$ cat config.mk
export PLATFORM = sky130hd
export DESIGN_NAME = data_unpacker_stream
export DESIGN_NICKNAME = d
export VERILOG_FILES = /design/src/rtl/data_unpacker_stream_pkg.sv /design/src/rtl/data_unpacker_stream_lane_shift_reg.sv /design/src/rtl/data_unpacker_stream.sv
export SDC_FILE = /design/constraint.sdc
export NUM_CORES = 1
export LEC_CHECK = 0
export ABC_CLOCK_PERIOD_IN_PS = 3280
export CORE_MARGIN = 8
export CORE_UTILIZATION = 59
export DETAILED_ROUTE_END_ITERATION = 6
export GPL_ROUTABILITY_DRIVEN = 0
export PLACE_DENSITY = 0.86
export REMOVE_ABC_BUFFERS = 1
export SLEW_MARGIN = 20
export SYNTH_ARGS = -nofsm -noshare
export SYNTH_HDL_FRONTEND = slang
export SYNTH_HIERARCHICAL = 1
export SYNTH_SLANG_ARGS = --single-unit
$ cat constraint.sdc
create_clock -name clk -period 3.28 [get_ports clk]
set_input_delay 0.656 -clock clk [delete_from_list [all_inputs] [get_ports clk]]
set_output_delay 0.656 -clock clk [all_outputs]
set_load 0.02 [all_outputs]
$ cat src/rtl/data_unpacker_stream_pkg.sv
// Shared helpers for the streaming unpacker: lane-count math, count saturation
// and the lane-order encodings.
package data_unpacker_stream_pkg;

  localparam bit LSB_FIRST_ORDER = 1'b1;
  localparam bit MSB_FIRST_ORDER = 1'b0;

  function automatic int clog2(input int v);
    int r;
    r = 0;
    while ((1 << r) < v) r++;
    return r;
  endfunction

  // Lanes per packed word; a partial top lane still counts as a lane.
  function automatic int lanes_of(input int in_w, input int out_w);
    int l;
    l = (in_w + out_w - 1) / out_w;
    return (l < 1) ? 1 : l;
  endfunction

  function automatic int sat_count(input int cnt, input int lanes);
    return (cnt > lanes) ? lanes : cnt;
  endfunction

endpackage

$ cat src/rtl/data_unpacker_stream_lane_shift_reg.sv
// Current-word register: parallel load with lane count, then shifts one lane
// out per accepted transfer. Load wins over shift.
module data_unpacker_stream_lane_shift_reg #(
  parameter int OUT_WIDTH = 64,
  parameter int LANES     = 2,
  parameter int CNT_W     = 2,
  parameter bit LSB_FIRST = 1'b1
) (
  input  logic                       clk,
  input  logic                       reset,
  input  logic                       load,
  input  logic [LANES*OUT_WIDTH-1:0] load_data,
  input  logic [CNT_W-1:0]           load_cnt,
  input  logic                       shift,
  output logic [OUT_WIDTH-1:0]       lane,
  output logic [CNT_W-1:0]           cnt
);

  localparam int CUR_W = LANES * OUT_WIDTH;

  logic [CUR_W-1:0] cur;

  always_ff @(posedge clk) begin
    if (reset) begin
      cur <= '0;
      cnt <= '0;
    end else if (load) begin
      cur <= load_data;
      cnt <= load_cnt;
    end else if (shift) begin
      cur <= LSB_FIRST ? (cur >> OUT_WIDTH) : (cur << OUT_WIDTH);
      cnt <= cnt - 1'b1;
    end
  end

  assign lane = LSB_FIRST ? cur[OUT_WIDTH-1:0] : cur[CUR_W-1 -: OUT_WIDTH];

endmodule

$ cat src/rtl/data_unpacker_stream.sv
// Backpressure-aware packed-word unpacker: a cur shift register plus one
// pending slot, so words stream back-to-back with no idle lane cycles.
module data_unpacker_stream
  import data_unpacker_stream_pkg::*;
#(
  parameter int IN_WIDTH  = 128,
  parameter int OUT_WIDTH = 64,
  parameter bit LSB_FIRST = LSB_FIRST_ORDER,
  localparam int LANES    = lanes_of(IN_WIDTH, OUT_WIDTH),
  localparam int CNT_W    = clog2(LANES + 1)
) (
  input  logic                 clk,
  input  logic                 reset,
  input  logic                 m_packed_read_ready,
  output logic                 m_packed_read_req,
  input  logic [IN_WIDTH-1:0]  m_packed_read_data,
  input  logic [CNT_W-1:0]     m_packed_read_count,
  input  logic                 m_unpacked_write_ready,
  output logic                 m_unpacked_write_req,
  output logic [OUT_WIDTH-1:0] m_unpacked_write_data,
  output logic                 m_unpacked_write_last,
  output logic                 busy
);

  localparam int CUR_W = LANES * OUT_WIDTH;

  logic [CUR_W-1:0] ret_word, nxt_word, load_word;
  logic [CNT_W-1:0] ret_cnt, nxt_cnt, load_cnt, cur_cnt;
  logic             nxt_vld, inflight, ret_ok, xfer, cur_free, load, store_nxt;
  logic [1:0]       slots_used;

  // Zero-extension pads the top lane when IN_WIDTH is not a lane multiple.
  assign ret_word = CUR_W'(m_packed_read_data);
  assign ret_cnt  = CNT_W'(sat_count(int'(m_packed_read_count), LANES));
  assign ret_ok   = inflight && (ret_cnt != '0);

  assign xfer     = m_unpacked_write_req && m_unpacked_write_ready;
  assign cur_free = (cur_cnt == '0) || (xfer && (cur_cnt == CNT_W'(1)));

  // Pending slot has priority for cur; a return goes to nxt if cur stays busy
  // or nxt is itself moving into cur this cycle.
  assign load      = cur_free && (nxt_vld || ret_ok);
  assign load_word = nxt_vld ? nxt_word : ret_word;
  assign load_cnt  = nxt_vld ? nxt_cnt  : ret_cnt;
  assign store_nxt = ret_ok && (!cur_free || nxt_vld);

  assign slots_used        = 2'(cur_cnt != '0) + 2'(nxt_vld) + 2'(inflight);
  assign m_packed_read_req = m_packed_read_ready && !reset && (slots_used < 2'd2);

  always_ff @(posedge clk) begin
    if (reset) begin
      inflight <= 1'b0;
      nxt_vld  <= 1'b0;
      nxt_word <= '0;
      nxt_cnt  <= '0;
    end else begin
      inflight <= m_packed_read_req;
      nxt_vld  <= store_nxt || (nxt_vld && !cur_free);
      if (store_nxt) begin
        nxt_word <= ret_word;
        nxt_cnt  <= ret_cnt;
      end
    end
  end

  data_unpacker_stream_lane_shift_reg #(
    .OUT_WIDTH (OUT_WIDTH),
    .LANES     (LANES),
    .CNT_W     (CNT_W),
    .LSB_FIRST (LSB_FIRST)
  ) u_cur (
    .clk       (clk),
    .reset     (reset),
    .load      (load),
    .load_data (load_word),
    .load_cnt  (load_cnt),
    .shift     (xfer),
    .lane      (m_unpacked_write_data),
    .cnt       (cur_cnt)
  );

  assign m_unpacked_write_req  = (cur_cnt != '0);
  assign m_unpacked_write_last = m_unpacked_write_req && (cur_cnt == CNT_W'(1));
  assign busy                  = inflight || (cur_cnt != '0) || nxt_vld;

endmodule
-- Yosys cells after proc, flatten, opt, wreduce, memory -nomap -nowiden
Index checks and enable logic that the tools add are counted.
- add/subtract/negate cells: 3
- reduce and logical (&&, ||, !) cells: 21
- magnitude comparators: 2
- eq/ne operators: 1
- mux-type cells: 7
- operator list (kind ; number):
    $mux 128 ; 3
    $logic_and 1x1->1 ; 9
    $mux 2 ; 4
    $logic_or 1x1->1 ; 6
    $reduce_bool 2->1 ; 3
    $add 1x1->2 ; 1
    $add 2x1->2 ; 1
    $eq 2x1->1 const B ; 1
    $gt 2x2->1 const B ; 1
    $logic_not 1->1 ; 2
    $logic_not 2->1 ; 1
    $lt 2x2->1 const B ; 1
    $sub 2x1->2 const B ; 1
- input bits: 134
- logic and storage cells: 40
- register bits after elaboration: 262
- output and inout port bits: 68

-- Longest topological paths before layout
- depth after elaboration: 8
- depth in mapped cells: 11

-- Modules after synthesis
Netlist, hierarchy kept.
- modules (own cells, without submodules) (module ; area each (um^2) ; cells each ; times used):
    data_unpacker_stream ; 7507.2 ; 732 ; 1
    data_unpacker_stream_lane_shift_reg ; 6308.6 ; 644 ; 1

-- Worst setup path before layout
No wires, ideal clock.
- kind: reg2out
- from: reg u_cur.cnt[1]
- to: out m_packed_read_req
- arrival time: 2.164 ns
- required time: 2.624 ns
- buffers on the path: 0
- cell stages (with the launch flop): 5
- slack: 0.460 ns
- cells stage by stage: dfxtp_1 or2_2 inv_1 ha_1 a2111oi_0
- word-level cells in the longest chain between the ends: 5
- ends and longest elaborated chain (what ; RTL line ; text):
    start, declared ; data_unpacker_stream_lane_shift_reg.sv:16 ; output logic [CNT_W-1:0] cnt
    start signal, assigned ; data_unpacker_stream_lane_shift_reg.sv:29 ; cnt <= load_cnt;
    start signal, assigned ; data_unpacker_stream_lane_shift_reg.sv:32 ; cnt <= cnt - 1'b1;
    $reduce_bool 2->1 ; -- ;
    named net m_unpacked_write_req ; data_unpacker_stream.sv:19 ; output logic m_unpacked_write_req,
    $add 1x1->2 ; data_unpacker_stream.sv:47 ; assign slots_used = 2'(cur_cnt != '0) + 2'(nxt_vld) + 2'(inflight);
    $add 2x1->2 ; data_unpacker_stream.sv:47 ;
    $lt 2x2->1 ; data_unpacker_stream.sv:48 ; assign m_packed_read_req = m_packed_read_ready && !reset && (slots_used < 2'd2);
    $logic_and 1x1->1 ; data_unpacker_stream.sv:48 ;
    end, declared ; data_unpacker_stream.sv:15 ; output logic m_packed_read_req,
The timed path passes the listed nets, and every way through them passes these cells.

-- Worst setup path after layout
- from: reg u_cur.cnt[1]
- to: out m_packed_read_req
- word-level cells in the longest chain between the ends: 5
- ends and longest elaborated chain (what ; RTL line):
    $reduce_bool 2->1 ; data_unpacker_stream.sv:47
    $add 1x1->2 ; data_unpacker_stream.sv:47
    $add 2x1->2 ; data_unpacker_stream.sv:47
    $lt 2x2->1 ; data_unpacker_stream.sv:48
    $logic_and 1x1->1 ; data_unpacker_stream.sv:48
No other way between the ends.

==> reports/qor.yml <==
logic_synthesis:
  netlist_top_cells_count: "dfxtp_1, nand2b_1, mux2i_1, mux2_2, nor2b_1"
  ys_seq_area_share_pct: 38.0
  ys_warn_count: 6
  postSynthAreaPerCell_um2: 10.0
  synth_cell_types: 30
  ys.flop_type: "dfxtp_1"
  ys_ff_latch: 262
  synth_top_area_cell: "dfxtp_1"
  synth_edf_count: 0
  async_flop_share_pct: 0
  synth_top_cell_area_share_pct: 38.0
  synth_area_leaders: "dfxtp_1, mux2i_1, nand2b_1"
  synth_cells: 1376
  synth_area_um2: 13800
min_path:
  hold_class: "in2reg"
timing:
  layout_min_cycle_time_ps: 3020
  setup_slack_ps: 258
  rsz0062_at_grt: "false"
  fin_skew_ps: 11.5
  worst_slew_pin_slew_ps: 950
  fin_crit_sh_pct: 92.1
  drv_slew: 0
  max_slew_margin_pct: 36.7
  fmaxAchievable_mhz: 331
  setup_violations: 0
  hold_viol: 0
grt:
  grt_pass1_vias: 9871
  antenna_found_initial: 1
  track_usage_pct: 20.3
  grt_max_degree: 231
  grt_pass1_wl_um: 49400
  grt_overflow: 0
pwr:
  irDropWorstVdd_v: 0.000405
  power_density_nw_per_um2: 544
  p_leak_nw: 5.45
  total_power_w: 0.00888
critical_path:
  worstSetupStartpointType: "register"
  cp.arrival_ps: 2370
  cp-end-kind: "output port"
  critPathRequiredTime_ps: 2620
  worstSetupPathType: "reg2out"
  path_max_fanout: 8
place:
  io_buffer_count: 201
  place_hpwl_um: 18200
  dp_cells: 1729
  dpl_worst_slack_ps: 429
die:
  die_y_um: 169
  die_x_um: 169
  row_count: 56
  initial_utilization_pct: 59.4
  design.core.area_um2: 23300
  dieArea_um2: 28600
  io_pins: 202
routing:
  vias: 9530
  viasPerCell: 5.34
  drtAntennaViolNets: 0
  dr.pass1.iters: 4
  routed_wl_um: 29800
  first_iter_violations: 571
  routedWlPerCell_um: 16.7
  drc: 0
cts:
  htree_levels: 1
  clock_sinks: 262
  clockBufferDepth: 3
  clk_pin_slew_ps: 60
  cts_buffers: 29
  insertion_delay_ps: 540
  cts-hold-fix-buffers: 0
  cts_tree: "done"
  cts_root_buf: "clkbuf_16"
finish:
  stdcell_count: 1784
  drive_gt1_share_pct: 16.4
  final_nets: 1577
  multi_input_comb_area_um2: 7430
  area_delta_synth_final_pct: 18.1
  seqCellArea_um2: 5250
  fillers: 1747
status:
  outcome: "finished, final reports clean"
run:
  max_cap_violations: 0
-- per-stage QoR --
stage               utilization (%)  area, um2  setup TNS (ps)  hold slack (ps)
detailed placement             65.9      15300               0              459
finish                         70.2      16300               0              468
global route                   70.2      16300               0              469
floorplan                         -      12700        -1975770              445
global placement               65.9      15300               0              454
CTS                            70.1      16300               0              440
-- where the power goes --
| part | switching, W | internal [W] | total, W |
|---|---|---|---|
| registers | 0.000163 | 0.00345 | 0.00361 |
| logic | 0.000959 | 0.000994 | 0.00195 |
| clock network | 0.00130 | 0.00202 | 0.00332 |
-- cells by family after synthesis --
| group | count (synthesis) | share of synthesized area [%] |
|---|---|---|
| muxes | 323 | 24.6 |
| and+or+nand+nor | 467 | 21.1 |
| buffers and inverters | 184 | 8.35 |
| AOI/OAI and AO/OA | 138 | 7.78 |
| adders and majority gates | 2 | 0.181 |
| DFF | 262 | 38.0 |
-- what timing repair did --
| item | CTS | global route |
|---|---|---|
| setup endpoints to repair | 1 | 0 |
| resized for setup | 1 | 0 |
| buffers inserted | 0 | 0 |
-- per-layer routing --
layer / global-route usage, % / share of wire, % / vias up
met1: 26.4 / 45 / 4530
met2: 34.5 / 48 / 189
met4: 5.04 / 1.8 / 0
li1: - / - / 4776
met3: 3.68 / 4.9 / 35
met5: 0 / 0 / -
-- worst paths after layout --
kind                                                 start                         end  slack, ps  depth (start not counted)
worst min-delay path                                 reset  u_cur/cur[26]$_SDFFE_PP0P_        470                          2
worst max register to register          nxt_vld$_SDFF_PP0_   nxt_word[31]$_SDFFE_PP0P_        960                          4
worst min register to register  nxt_word[106]$_SDFFE_PP0P_  nxt_word[106]$_SDFFE_PP0P_        470                          2
worst max-delay path             u_cur/cnt[1]$_SDFFE_PP0P_           m_packed_read_req        260                          5
-- layout make-up --
class	count	area share, %
sequential	262	32.2
antenna	1	0.0153
clock buffer	41	5.15
clock inverter	13	0.912
timing repair buffer	214	13.7
tap	319	2.45
inverter	4	0.0997
multi-input combinational	930	45.5
-- sequential cells by signal, indices dropped and copies added (netlist names) --
register	flops
inflight	1
nxt_vld	1
u_cur/cnt	2
u_cur/cur	128
nxt_cnt	2
nxt_word	128
-- critical path, stage by stage, from the launching register on --
cell	delay [ps]
dfxtp_1	370
or2_2	360
inv_1	70
ha_1	240
a2111oi_0	410
dlygate4sd2_1	390
-- cells in the final DEF (no fill, tap or decap), types with 5 or more instances in the layout --
| master | netlist | routed |
|---|---|---|
| buf_12 | 0 | 10 |
| clkbuf_8 | 0 | 7 |
| a211oi_1 | 24 | 24 |
| a21oi_1 | 65 | 65 |
| mux2i_1 | 193 | 193 |
| nand2_1 | 65 | 65 |
| nand2b_1 | 262 | 262 |
| a211oi_2 | 40 | 40 |
| dfxtp_1 | 262 | 261 |
| clkdlybuf4s50_1 | 0 | 199 |
| clkbuf_1 | 56 | 5 |
| clkinv_2 | 0 | 8 |
| or3b_1 | 64 | 64 |
| nor2b_1 | 68 | 68 |
| clkbuf_16 | 0 | 29 |
| mux2_2 | 130 | 130 |
Note: power is estimated with default switching activity, not from simulation.
